===== config.mk =====
export PLATFORM = sky130hd
export DESIGN_NAME = mux_scan_ctrl
export DESIGN_NICKNAME = d
export VERILOG_FILES = /design/src/rtl/mux_scan_ctrl.sv
export SDC_FILE = /design/constraint.sdc
export NUM_CORES = 1
export LEC_CHECK = 0
export ABC_AREA = 1
export BUFFER_PORTS_ARGS = -buffer_cell sky130_fd_sc_hd__clkbuf_2
export CAP_MARGIN = 25
export CORE_ASPECT_RATIO = 0.6
export CORE_UTILIZATION = 45
export CTS_BUF_LIST = sky130_fd_sc_hd__clkbuf_8
export DETAILED_ROUTE_END_ITERATION = 8
export GPL_TIMING_DRIVEN = 0
export MAX_ROUTING_LAYER = met4
export PLACE_DENSITY = 0.63
export SYNTH_ARGS = -nofsm -noshare
export SYNTH_HDL_FRONTEND = slang
export SYNTH_SLANG_ARGS = --single-unit

===== constraint.sdc =====
create_clock -name CLK -period 3.5 [get_ports CLK]
set_clock_uncertainty 0.15 [all_clocks]
set_input_delay 0.7 -clock CLK [delete_from_list [all_inputs] [get_ports CLK]]
set_output_delay 0.7 -clock CLK [all_outputs]
set_load 0.005 [all_outputs]

===== src/rtl/mux_scan_ctrl.sv =====
// Scan sequencer for the 4:1 channel mux: switch, settle, then one capture handshake per enabled channel.
// Optional build macro MUX_SCAN_CAL_SLOT_EN appends a calibration slot (MUX_SEL=3'b100) to every round.
module mux_scan_ctrl #(
  parameter int SETTLE_W = 8,
  parameter int ROUNDS_W = 8
) (
  input  logic                CLK,
  input  logic                RST,
  input  logic                EN,
  input  logic [3:0]          CH_MASK,
  input  logic [SETTLE_W-1:0] SETTLE_CYC,
  input  logic [ROUNDS_W-1:0] ROUNDS,
  input  logic                CAP_ACK,
  output logic [2:0]          MUX_SEL,
  output logic                MUX_RST,
  output logic                CAP_REQ,
  output logic [2:0]          CH_ID,
  output logic                ROUND_DONE,
  output logic                BUSY
);

  typedef enum logic [1:0] {
    ST_IDLE    = 2'd0,
    ST_SWITCH  = 2'd1,
    ST_SETTLE  = 2'd2,
    ST_CAPTURE = 2'd3
  } state_t;

  state_t              state_q;
  logic [2:0]          mux_sel_q;
  logic                mux_rst_q;
  logic                cap_req_q;
  logic [2:0]          ch_id_q;
  logic                round_done_q;
  logic                busy_q;
  logic [SETTLE_W-1:0] settle_q;
  logic [ROUNDS_W-1:0] round_cnt_q;
  logic [ROUNDS_W-1:0] rounds_q;
  logic [3:0]          mask_q;
  logic                first_q;

  logic [2:0]          next_ch;
  logic                more_ch;
  logic                last_slot;
  logic [ROUNDS_W-1:0] cnt_inc;
  logic                rounds_met;

  // Lowest enabled channel above the current slot (or the lowest overall on a round's first slot).
  always_comb begin
`ifdef MUX_SCAN_CAL_SLOT_EN
    next_ch = 3'b100;
`else
    next_ch = 3'b000;
`endif
    more_ch = 1'b0;
    for (int i = 3; i >= 0; i--) begin
      if (mask_q[i] && (first_q || (3'(i) > mux_sel_q))) begin
        next_ch = 3'(i);
        more_ch = 1'b1;
      end
    end
  end

`ifdef MUX_SCAN_CAL_SLOT_EN
  assign last_slot = (mux_sel_q == 3'b100);
`else
  assign last_slot = !more_ch;
`endif

  assign cnt_inc    = (round_cnt_q == '1) ? round_cnt_q : round_cnt_q + 1'b1;
  assign rounds_met = (rounds_q != '0) && (cnt_inc == rounds_q);

  always_ff @(posedge CLK) begin
    if (RST) begin
      state_q      <= ST_IDLE;
      mux_sel_q    <= 3'b111;
      mux_rst_q    <= 1'b1;
      cap_req_q    <= 1'b0;
      ch_id_q      <= 3'b000;
      round_done_q <= 1'b0;
      busy_q       <= 1'b0;
      settle_q     <= '0;
      round_cnt_q  <= '0;
      rounds_q     <= '0;
      mask_q       <= '0;
      first_q      <= 1'b0;
    end else begin
      round_done_q <= 1'b0;
      case (state_q)
        ST_IDLE: begin
          if (EN && (CH_MASK != 4'b0000)) begin
            mask_q      <= CH_MASK;
            rounds_q    <= ROUNDS;
            round_cnt_q <= '0;
            first_q     <= 1'b1;
            busy_q      <= 1'b1;
            state_q     <= ST_SWITCH;
          end
        end
        ST_SWITCH: begin
          if (!EN) begin
            state_q   <= ST_IDLE;
            mux_sel_q <= 3'b111;
            mux_rst_q <= 1'b1;
            busy_q    <= 1'b0;
          end else begin
            mux_sel_q <= next_ch;
            mux_rst_q <= 1'b0;
            settle_q  <= SETTLE_CYC;
            first_q   <= 1'b0;
            state_q   <= ST_SETTLE;
          end
        end
        ST_SETTLE: begin
          if (!EN) begin
            state_q   <= ST_IDLE;
            mux_sel_q <= 3'b111;
            mux_rst_q <= 1'b1;
            busy_q    <= 1'b0;
          end else if (settle_q <= SETTLE_W'(1)) begin
            // A zero settle still spends one cycle here with the new Sel applied.
            state_q   <= ST_CAPTURE;
            cap_req_q <= 1'b1;
            ch_id_q   <= mux_sel_q;
          end else begin
            settle_q <= settle_q - 1'b1;
          end
        end
        ST_CAPTURE: begin
          if (CAP_ACK) begin
            cap_req_q <= 1'b0;
            if (!last_slot) begin
              if (EN) begin
                state_q <= ST_SWITCH;
              end else begin
                state_q   <= ST_IDLE;
                mux_sel_q <= 3'b111;
                mux_rst_q <= 1'b1;
                busy_q    <= 1'b0;
              end
            end else begin
              round_done_q <= 1'b1;
              round_cnt_q  <= cnt_inc;
              if (!EN || rounds_met || (CH_MASK == 4'b0000)) begin
                state_q   <= ST_IDLE;
                mux_sel_q <= 3'b111;
                mux_rst_q <= 1'b1;
                busy_q    <= 1'b0;
              end else begin
                mask_q  <= CH_MASK;
                first_q <= 1'b1;
                state_q <= ST_SWITCH;
              end
            end
          end
        end
        default: begin
          state_q   <= ST_IDLE;
          mux_sel_q <= 3'b111;
          mux_rst_q <= 1'b1;
          cap_req_q <= 1'b0;
          busy_q    <= 1'b0;
        end
      endcase
    end
  end

  assign MUX_SEL    = mux_sel_q;
  assign MUX_RST    = mux_rst_q;
  assign CAP_REQ    = cap_req_q;
  assign CH_ID      = ch_id_q;
  assign ROUND_DONE = round_done_q;
  assign BUSY       = busy_q;

endmodule


==> reports/results.txt, run 1 <==
status -> complete, no violations
WS Path Type -> flip-flop to flip-flop
hold path depth -> 2
Post-synth EDFFs -> 0
vias post-DR -> 2468
post-CTS setup buffers -> 0
worst skew pair latency -> 290 ps
Port Buffer Count -> 33
Crit Reg-Reg Startpoint -> state_q[0]
die height -> 58.8 um
drt via density -> 5.23
CTS root buffer -> clkbuf_8
DP Wirelength -> 4.67 mm
count of cell types in the netlist -> 30
crit path DAT -> 2430 ps
P&R area growth vs syn -> 14.5%
area of the core -> 5130 um2
CTS Buffer Depth -> 2
sequential power share -> 0.360
vias in the first global route -> 2153
Initial DRT Pass Iterations -> 5
final setup TNS -> 0 ps
CTS tree -> built
Ys Warns -> 0
Seq cells post-synth -> 41
Post-Route WL -> 6.13 mm
slowest CP cell -> dfxtp_1
asr flop ratio synth -> 0
cts repair resizes -> 0
internal power -> 1.10 mW
Worst slew margin -> 0.608
sequential area share after synthesis -> 0.339
Util after Layout -> 0.540
Mapped Nets -> 398
global-route wire length before repair -> 10.4 mm
hold_buf cts -> 0
PwrDens -> 681 nW/um2
post-route ant nets -> 0
CP cell instances -> ha_1, inv_1, nor2_1, a21oi_1, nand2_1, nor2_4, inv_2, nand2_1, a21oi_1
Avg Cell Area, Syn -> 6.61 um2
Worst Path Max Fanout -> 9
Peak VDD IR -> 0.369 mV
antenna violations before repair -> 0
max-cap violations -> 0
ys flop type -> dfxtp_1
DRC errors left -> 0
Global Route met3 Usage -> 0.0428
io pins -> 34
row count -> 20
Starting Density -> 0.472
CTS Buf Count -> 5
Tmin final -> 2410 ps
hold endpoint -> CAP_REQ
Slew @ Worst Pin -> 587 ps
Clock Sink Count -> 41
Final setup viols -> 0
CTS clk-pin slew, worst paths -> 80 ps
most common cell after layout, fill and taps aside -> nand2_1
upper clock frequency limit -> 414 MHz
Final period util -> 0.689
largest net degree at the start of global routing -> 13
P_leak -> 1.27 nW
RSZ-0062 raised after global routing -> false
GRT Total Usage -> 0.236
worst setup margin -> 1090 ps
R2R cell count -> 9
Hold Vio Cnt, Final -> 0
hold path start -> CAP_REQ
met2 GRT Util -> 0.315
Placer Congestion -> 0.943
ant diodes -> 0
Post-Synthesis Cells -> 366
sw frac -> 0.419
Crit. End Element -> flip-flop
nets -> 438
die area -> 5690 um2
met1 Track Usage GR -> 0.362
CP required -> 3520 ps
Die Wd -> 96.7 um
R2R Path End -> round_cnt_q[3]
GRT Residual Overflow -> 0
most frequent cells in the layout -> 91 x nand2_1, 41 x dfxtp_1, 41 x inv_1, 39 x nand3_1, 35 x a21oi_1
Iteration-0 DRC Markers -> 212
startpoint types -> flip-flop
flop-to-flop setup slack -> 1090 ps
hold crit path type -> flip-flop to flip-flop
Wirelength per Cell -> 13.0 um
sw power -> 792 uW
share of cells above drive strength 1 -> 0.140
H-tree depth -> 2
Clk network pwr share -> 0.200
GRT busiest layer -> met1
CP max stage delay -> 330 ps
Final Slew Violations -> 0
synthesized cell area -> 2420 um2
Comb pwr share -> 0.440
pre-CTS WS -> 1140 ps
[metal layers]
layer	vias to the layer above	part of all wire
met4	0	0.0031
met3	2	0.075
met1	1082	0.55
met5	-	0
met2	89	0.37
li1	1295	-
[power groups by stage]
stage	clock network (mW)	logic (mW)	registers, mW
after floorplan	0	0.627	0.669
after global placement	0	0.813	0.687
after detailed placement	0	0.822	0.688
after CTS	0.387	0.829	0.677
after global routing	0.405	0.949	0.697
final	0.378	0.831	0.679
[final cells by class]
type                    count  area [um2]
fillers                   545        2360
inverters                  42         158
clock buffers               5        68.8
multi-input cells         274        1410
well taps                  66        82.6
repair buffers             33         165
plain buffers               9        36.3
clock inverters             2        35.0
flip-flops and latches     41         821
[how the worst max path moves through the flow]
stage | startpoint | cells past startpoint | endpoint
finish | state_q[0] | 9 | round_cnt_q[3]
global placement | CH_MASK[1] | 10 | round_cnt_q[1]
CTS | state_q[0] | 9 | round_cnt_q[3]
detailed placement | CH_MASK[1] | 10 | round_cnt_q[3]
global route | state_q[0] | 9 | round_cnt_q[0]
floorplan | round_cnt_q[0] | 14 | mask_q[0]
[cell families (layout without fill, tap and decap cells)]
| family | Yosys count | after routing | synth area share |
|---|---|---|---|
| and+or+nand+nor | 185 | 185 | 0.352 |
| AOI/OAI and AO/OA | 79 | 79 | 0.180 |
| buffers and inverters | 51 | 91 | 0.0801 |
| DFF | 41 | 41 | 0.339 |
| adders and majority gates | 8 | 8 | 0.0413 |
| xor gates and xnor gates | 2 | 2 | 0.00724 |
[sequential cells by signal (all words and copies together), names as in the netlist]
name         flops
BUSY             1
CAP_REQ          1
CH_ID            3
MUX_RST          1
MUX_SEL          3
ROUND_DONE       1
first_q          1
mask_q           4
round_cnt_q      8
rounds_q         8
settle_q         8
state_q          2
[critical path: cells and delay by family (launching register included)]
family / cells / cell delay (ps)
adders and majority gates: 1 / 310
and+or+nand+nor: 4 / 730
DFF: 1 / 330
AOI/OAI and AO/OA: 2 / 360
buffers and inverters: 2 / 400
[synth_stat cells, types with 4 or more instances]
cell,instances,area [um2]
nand3_1,39,195
nand4_1,5,31.3
nor3_1,4,20.0
dfxtp_1,41,821
a21oi_1,35,175
nand2_1,91,342
ha_1,8,100
nor2_1,30,113
nor2_4,5,56.3
clkbuf_1,7,26.3
o21ai_0,26,130
a211oi_1,7,52.6
o211ai_1,4,30.0
inv_1,41,154
[metrics by stage]
| stage | hold slack, ps | cells | instance area [um2] | power [mW] |
|---|---|---|---|---|
| floorplan | 295 | 366 | 2420 | 1.30 |
| global route | 355 | 472 | 2770 | 2.05 |
| global placement | 299 | 465 | 2670 | 1.50 |
| finish | 317 | 472 | 2770 | 1.89 |
| CTS | 322 | 472 | 2770 | 1.89 |
| detailed placement | 309 | 465 | 2670 | 1.51 |
No activity file was read; power rests on OpenSTA's default activity.
==> run 2: changes to the inputs <==
--- a/config.mk
+++ b/config.mk
@@ -5,7 +5,7 @@
 export SDC_FILE = /design/constraint.sdc
 export NUM_CORES = 1
 export LEC_CHECK = 0
-export ABC_AREA = 1
+export ABC_AREA = 0
 export BUFFER_PORTS_ARGS = -buffer_cell sky130_fd_sc_hd__clkbuf_2
 export CAP_MARGIN = 25
 export CORE_ASPECT_RATIO = 0.6
@@ -14,7 +14,7 @@
 export DETAILED_ROUTE_END_ITERATION = 8
 export GPL_TIMING_DRIVEN = 0
 export MAX_ROUTING_LAYER = met4
-export PLACE_DENSITY = 0.63
+export PLACE_DENSITY = 0.65
 export SYNTH_ARGS = -nofsm -noshare
 export SYNTH_HDL_FRONTEND = slang
 export SYNTH_SLANG_ARGS = --single-unit
==> constraint.sdc (replaced) <==
create_clock -name CLK -period 2.1 [get_ports CLK]
set_clock_uncertainty 0.15 [all_clocks]
set_input_delay 0.42 -clock CLK [delete_from_list [all_inputs] [get_ports CLK]]
set_output_delay 0.42 -clock CLK [all_outputs]
set_load 0.005 [all_outputs]
==> reports/results.txt, run 2 <==
DP Wirelength -> 5.31 mm (+14%)
largest cells by area after synthesis -> dfxtp_1 31%, a21oi_1 6.1%, nand2_1 5.6%
hold crit path type -> input port to flip-flop
Multi-input gate area -> 1960 um2 (+39%)
io pins -> 34 (unchanged)
Util after Layout -> 0.630 (+0.0891)
most common cell after layout, fill and taps aside -> nand2_1
die area -> 6170 um2 (+8.4%)
top flop regs -> round_cnt_q x8, rounds_q x8, settle_q x8
WS Path Type -> flip-flop to flip-flop
vias post-DR -> 2752 (+12%)
area leader, netlist -> dfxtp_1
vias in the first global route -> 2432 (+13%)
RSZ-0062 raised after global routing -> true
nets -> 431 (-1.6%)
CTS Buffer Depth -> 2 (unchanged)
Post-synth EDFFs -> 0 (unchanged)
max-cap violations -> 0 (unchanged)
ant diodes -> 0 (unchanged)
die height -> 61.2 um (+4.1%)
drt via density -> 5.73 (+9.6%)
Wirelength per Cell -> 16.3 um (+25%)
worst skew pair latency -> 310 ps (+20 ps)
hold endpoint -> rounds_q[2]
final setup TNS -> -2680 ps (-2680 ps)
P_leak -> 1.32 nW (+3.9%)
hold path start -> ROUNDS[2]
ys flop type -> dfxtp_1
storage element area -> 847 um2 (+3.2%)
Post-Synthesis Cells -> 341 (-6.8%)
Ys Warns -> 0 (unchanged)
Worst Path Max Fanout -> 5 (-4)
most instantiated cells after synthesis -> 41 x dfxtp_1, 39 x nand2_1, 33 x nor2_1
asr flop ratio synth -> 0 (unchanged)
status -> finished with violations
R2R Path End -> first_q
global-route wire length before repair -> 12.4 mm (+20%)
Initial DRT Pass Iterations -> 4 (-1)
worst setup margin -> -324 ps (-1410 ps)
crit path DAT -> 2480 ps (+50 ps)
Hold Vio Cnt, Final -> 0 (unchanged)
CP required -> 2160 ps (-1360 ps)
CTS Buf Count -> 5 (unchanged)
CTS clk-pin slew, worst paths -> 90 ps (about the same)
Final Slew Violations -> 0 (unchanged)
Iteration-0 DRC Markers -> 205 (-3.3%)
startpoint types -> flip-flop
Final period util -> 1.15 (+0.465)
R2R cell count -> 9 (unchanged)
synthesized cell area -> 2630 um2 (+8.7%)
upper clock frequency limit -> 412 MHz (-0.46%)
PwrDens -> 601 nW/um2 (-12%)
share of cells above drive strength 1 -> 0.343 (+0.202)
sequential area share after synthesis -> 0.312 (-0.0271)
Tmin final -> 2420 ps (+11.2 ps)
GRT Total Usage -> 0.273 (+0.0363)
CTS tree -> built
GRT Residual Overflow -> 0 (unchanged)
Post-Route WL -> 7.80 mm (+27%)
hold path depth -> 3 (+1)
overall power -> 2.12 mW (+12%)
Port Buffer Count -> 32 (-3.0%)
Placer Congestion -> 0.875 (-7.1%)
area of the core -> 5600 um2 (+9.1%)
H-tree depth -> 2 (unchanged)
count of cell types in the netlist -> 58 (+93%)
largest net degree at the start of global routing -> 15 (+2)
row count -> 21 (+5.0%)
# fillers -> 492 (-9.7%)
antenna violations before repair -> 0 (unchanged)
Crit Reg-Reg Startpoint -> round_cnt_q[1]
Avg Cell Area, Syn -> 7.72 um2 (+17%)
P&R area growth vs syn -> 33.9%
Clock Sink Count -> 41 (unchanged)
Slew @ Worst Pin -> 655 ps (+68.7 ps)
Seq cells post-synth -> 41 (unchanged)
most frequent cells in the layout -> 38 x nand2_1, 33 x clkbuf_2, 30 x dfxtp_1, 28 x nor2_1, 27 x a21oi_1
Min Hold Slack -> 179 ps (-137 ps)
top-count cell post-synth -> dfxtp_1
Mapped Nets -> 373 (-6.3%)
Die Wd -> 101 um (+4.2%)
Peak VDD IR -> 0.406 mV (+10%)
failing checks -> negative setup slack
hold_buf cts -> 0 (unchanged)
CTS root buffer -> clkbuf_8
DRC errors left -> 0 (unchanged)
flop-to-flop setup slack -> -320 ps (-1410 ps)
top cell type's share of synthesized area -> 0.312 (-0.0271)
Worst slew margin -> 0.563 (-0.0443)
post-route ant nets -> 0 (unchanged)
Final setup viols -> 11 (+11)
Crit. End Element -> flip-flop
Starting Density -> 0.470 (-0.00180)
-- run 2: cell types whose count changed after synthesis, moves of 4 or more --
cell and change:
mux2i_1 +9, a22oi_1 +6, nand2b_1 +6, nand2_1 -52, or4_1 +4, nand3_1 -23, nor2b_1 +9, nor3_1 +7
nor2_4 -5, o21ai_0 -6, buf_6 +4, clkbuf_1 +4, a21o_1 +6, inv_1 -26
-- run 2: metal layers --
layer,vias to the layer above,wire length [um],global-route usage,share of wire
met5,-,0,-,0
met1,1301,4070,0.401,0.52
li1,1367,-,-,-
met2,77,3260,0.384,0.42
met3,7,416,0.0511,0.053
met4,0,54,0.0580,0.0069
-- run 2: worst max-delay path by stage --
stage	start	to	slack [ps]
2_1_floorplan	round_cnt_q[0]	state_q[0]	-200
3_3_place_gp	round_cnt_q[0]	state_q[0]	-500
3_5_place_dp	round_cnt_q[0]	state_q[0]	-490
4_1_cts	round_cnt_q[0]	first_q	-280
5_1_grt	round_cnt_q[1]	first_q	-420
6_report	round_cnt_q[1]	first_q	-320
-- run 2: stage by stage --
stage               worst slack (ps)  cells  area (um2)
floorplan                       -201    341        2670
global placement                -495    453        2930
detailed placement              -490    453        2930
CTS                             -276    476        3350
global route                    -424    480        3520
finish                          -324    480        3520
-- run 2: final cells by class --
cell class                 count  area share
timing repair buffer          55       0.100
clock inverter                 3      0.0131
multi-input combinational    266       0.556
clock buffer                   5      0.0195
tap                           80      0.0284
inverter                      16      0.0174
sequential                    41       0.240
buffer                        14      0.0245
-- run 2: cells by family after synthesis --
| group | Yosys count | synth area share |
|---|---|---|
| xor gates and xnor gates | 4 | 0.0133 |
| buffers and inverters | 34 | 0.0623 |
| muxes | 11 | 0.0428 |
| adders and majority gates | 8 | 0.0380 |
| AOI/OAI and AO/OA | 104 | 0.268 |
| and+or+nand+nor | 139 | 0.263 |
| DFF | 41 | 0.312 |
-- run 2: worst max-delay path, stage by stage (launching register included) --
cell and delay (ps):
dfxtp_4 370, ha_4 180, and3_4 180, a31o_1 240
a211oi_2 210, nand4b_1 210, buf_4 200, o21ai_4 220
a21oi_2 90, mux2_2 270
-- run 2: report_power, final --
| part | total (mW) | internal (mW) | switching (mW) |
|---|---|---|---|
| Sequential | 0.902 | 0.829 | 0.0730 |
| Clock | 0.666 | 0.356 | 0.310 |
| Combinational | 0.551 | 0.239 | 0.312 |
| Total | 2.12 | 1.42 | 0.696 |
-- run 2: repair_timing --
action	CTS	global route
pin swaps	22	15
gates resized for setup	55	34
gates cloned	0	0
endpoints found under the setup margin	31	32
buffers inserted	19	4
==> run 3: changes to the inputs <==
--- a/config.mk
+++ b/config.mk
@@ -8,13 +8,16 @@
 export ABC_AREA = 0
 export BUFFER_PORTS_ARGS = -buffer_cell sky130_fd_sc_hd__clkbuf_2
 export CAP_MARGIN = 25
+export CELL_PAD_IN_SITES_DETAIL_PLACEMENT = 1
+export CELL_PAD_IN_SITES_GLOBAL_PLACEMENT = 2
 export CORE_ASPECT_RATIO = 0.6
-export CORE_UTILIZATION = 45
+export CORE_MARGIN = 2
+export CORE_UTILIZATION = 31
 export CTS_BUF_LIST = sky130_fd_sc_hd__clkbuf_8
 export DETAILED_ROUTE_END_ITERATION = 8
 export GPL_TIMING_DRIVEN = 0
 export MAX_ROUTING_LAYER = met4
-export PLACE_DENSITY = 0.65
+export PLACE_DENSITY = 0.75
 export SYNTH_ARGS = -nofsm -noshare
 export SYNTH_HDL_FRONTEND = slang
 export SYNTH_SLANG_ARGS = --single-unit
==> reports/results.txt, run 3 (same netlist as run 2, synthesis figures left out) <==
failing checks -> negative setup slack
Die Wd -> 123 um (+22%)
largest net degree at the start of global routing -> 13 (-2)
drt via density -> 5.48 (-4.4%)
CTS Buffer Depth -> 2 (unchanged)
flop-to-flop setup slack -> -360 ps (-40 ps)
Worst slew margin -> 0.555 (-0.00818)
area of the core -> 8040 um2 (+44%)
share of cells above drive strength 1 -> 0.316 (-0.0260)
Crit Reg-Reg Startpoint -> round_cnt_q[1]
max-cap violations -> 0 (unchanged)
GRT Residual Overflow -> 0 (unchanged)
CTS tree -> built
most frequent cells in the layout -> 39 x nand2_1, 33 x clkbuf_2, 30 x dfxtp_1, 28 x nor2_1, 27 x a21oi_1
top flop regs -> round_cnt_q x8, rounds_q x8, settle_q x8
hold_buf cts -> 0 (unchanged)
Design Area, Final -> 3450 um2 (-2.1%)
CTS root buffer -> clkbuf_8
die area -> 9270 um2 (+50%)
WS Path Type -> flip-flop to flip-flop
Placer Congestion -> 0.834 (-4.7%)
ant diodes -> 0 (unchanged)
P_leak -> 1.29 nW (-2.8%)
vias post-DR -> 2756 (+0.15%)
worst setup margin -> -362 ps (-37.8 ps)
RSZ-0062 raised after global routing -> true
crit path DAT -> 2500 ps (+20 ps)
most common cell after layout, fill and taps aside -> nand2_1
R2R cell count -> 9 (unchanged)
R2R Path End -> first_q
CTS clk-pin slew, worst paths -> 80 ps (about the same)
CTS Buf Count -> 5 (unchanged)
hold crit path type -> input port to flip-flop
CP required -> 2140 ps (-20 ps)
startpoint types -> flip-flop
P&R area growth vs syn -> 31.1%
nets -> 426 (-1.2%)
Final setup viols -> 11 (unchanged)
Wirelength per Cell -> 17.8 um (+9.2%)
Final Slew Violations -> 0 (unchanged)
Initial DRT Pass Iterations -> 4 (unchanged)
Tmin final -> 2460 ps (+37.8 ps)
row count -> 25 (+19%)
Port Buffer Count -> 32 (unchanged)
worst skew pair latency -> 300 ps (about the same)
antenna violations before repair -> 0 (unchanged)
Final period util -> 1.17 (+0.0180)
Worst Path Max Fanout -> 5 (unchanged)
worst setup path end -> first_q
io pins -> 34 (unchanged)
Clock Sink Count -> 41 (unchanged)
DRC errors left -> 0 (unchanged)
PwrDens -> 572 nW/um2 (-4.9%)
Post-Route WL -> 8.93 mm (+14%)
Crit. End Element -> flip-flop
Slew @ Worst Pin -> 667 ps (+12.3 ps)
GRT Total Usage -> 0.210 (-0.0628)
die height -> 75.4 um (+23%)
status -> finished with violations
Peak VDD IR -> 0.265 mV (-35%)
post-route ant nets -> 0 (unchanged)
Crit. Startpoint -> round_cnt_q[1]
Iteration-0 DRC Markers -> 130 (-37%)
H-tree depth -> 2 (unchanged)
global-route wire length before repair -> 14.3 mm (+15%)
Cell Area, Placed -> 2960 um2 (+1.2%)
DP Wirelength -> 6.58 mm (+24%)
Hold Vio Cnt, Final -> 0 (unchanged)
upper clock frequency limit -> 406 MHz (-1.5%)
vias in the first global route -> 2697 (+11%)
Starting Density -> 0.327 (-0.143)
final setup TNS -> -3460 ps (-777 ps)
## run 3: cell count changes in the layout (fill, tap and decap cells not counted), sizes merged
cell,before,now
buf,27,23
bufinv,1,0
clkbuf,47,46
clkinv,2,3
clkinvlp,1,0
inv,15,16
## run 3: how the worst min path moves through the flow
stage,start,to,slack [ps],cells past startpoint
2_1_floorplan,mask_q[3],mask_q[3],300,2
3_3_place_gp,MUX_RST,MUX_RST,290,1
3_5_place_dp,MUX_RST,MUX_RST,300,1
4_1_cts,ROUNDS[5],rounds_q[5],200,3
5_1_grt,ROUNDS[6],rounds_q[6],190,3
6_report,ROUNDS[4],rounds_q[4],210,3
## run 3: area by class of cell
cell class	instances	area [um2]
multi-input combinational	266	1930
tap	108	135
timing repair buffer	49	307
clock buffer	5	68.8
clock inverter	3	13.8
buffer	15	95.1
inverter	16	61.3
sequential	41	842
fill	957	4590
## run 3: power breakdown
part	total, mW	switching, mW	internal [mW]	leakage, nW
registers	0.905	0.0721	0.833	0.338
logic	0.552	0.318	0.234	0.899
clock network	0.515	0.289	0.226	0.0491
total	1.97	0.679	1.29	1.29
## run 3: what timing repair did
item	in CTS	in global routing
buffers inserted	16	1
endpoints found under the setup margin	31	25
pin swaps	14	11
resized for setup	49	28
## run 3: layer usage
metal  vias up  wire, um  global-route usage  share of wire
met2        36      3770               0.306           0.42
met3         6       349              0.0382          0.039
met5         -         0                   -              0
met1      1356      4740               0.303           0.53
li1       1358         -                   -              -
met4         0        68              0.0434         0.0076
## run 3: worst max-delay path: stages, from the launching register on
cell and delay (ps):
dfxtp_4 360, ha_4 180, and3_4 180, a31o_1 240, a211oi_2 280, nand4b_1 220
buf_4 200, o21ai_4 180, a21oi_2 80, mux2_2 280
## run 3: through the flow
stage / setup slack (ps) / hold WS (ps) / instances / util / power [mW]
final: -362 / 207 / 503 / 0.429 / 1.97
after global routing: -447 / 192 / 503 / 0.429 / 2.10
after CTS: -357 / 198 / 502 / 0.416 / 1.97
after detailed placement: -616 / 299 / 481 / 0.368 / 1.38
after global placement: -569 / 290 / 481 / 0.368 / 1.37
after floorplan: -201 / 298 / 341 / - / 1.23
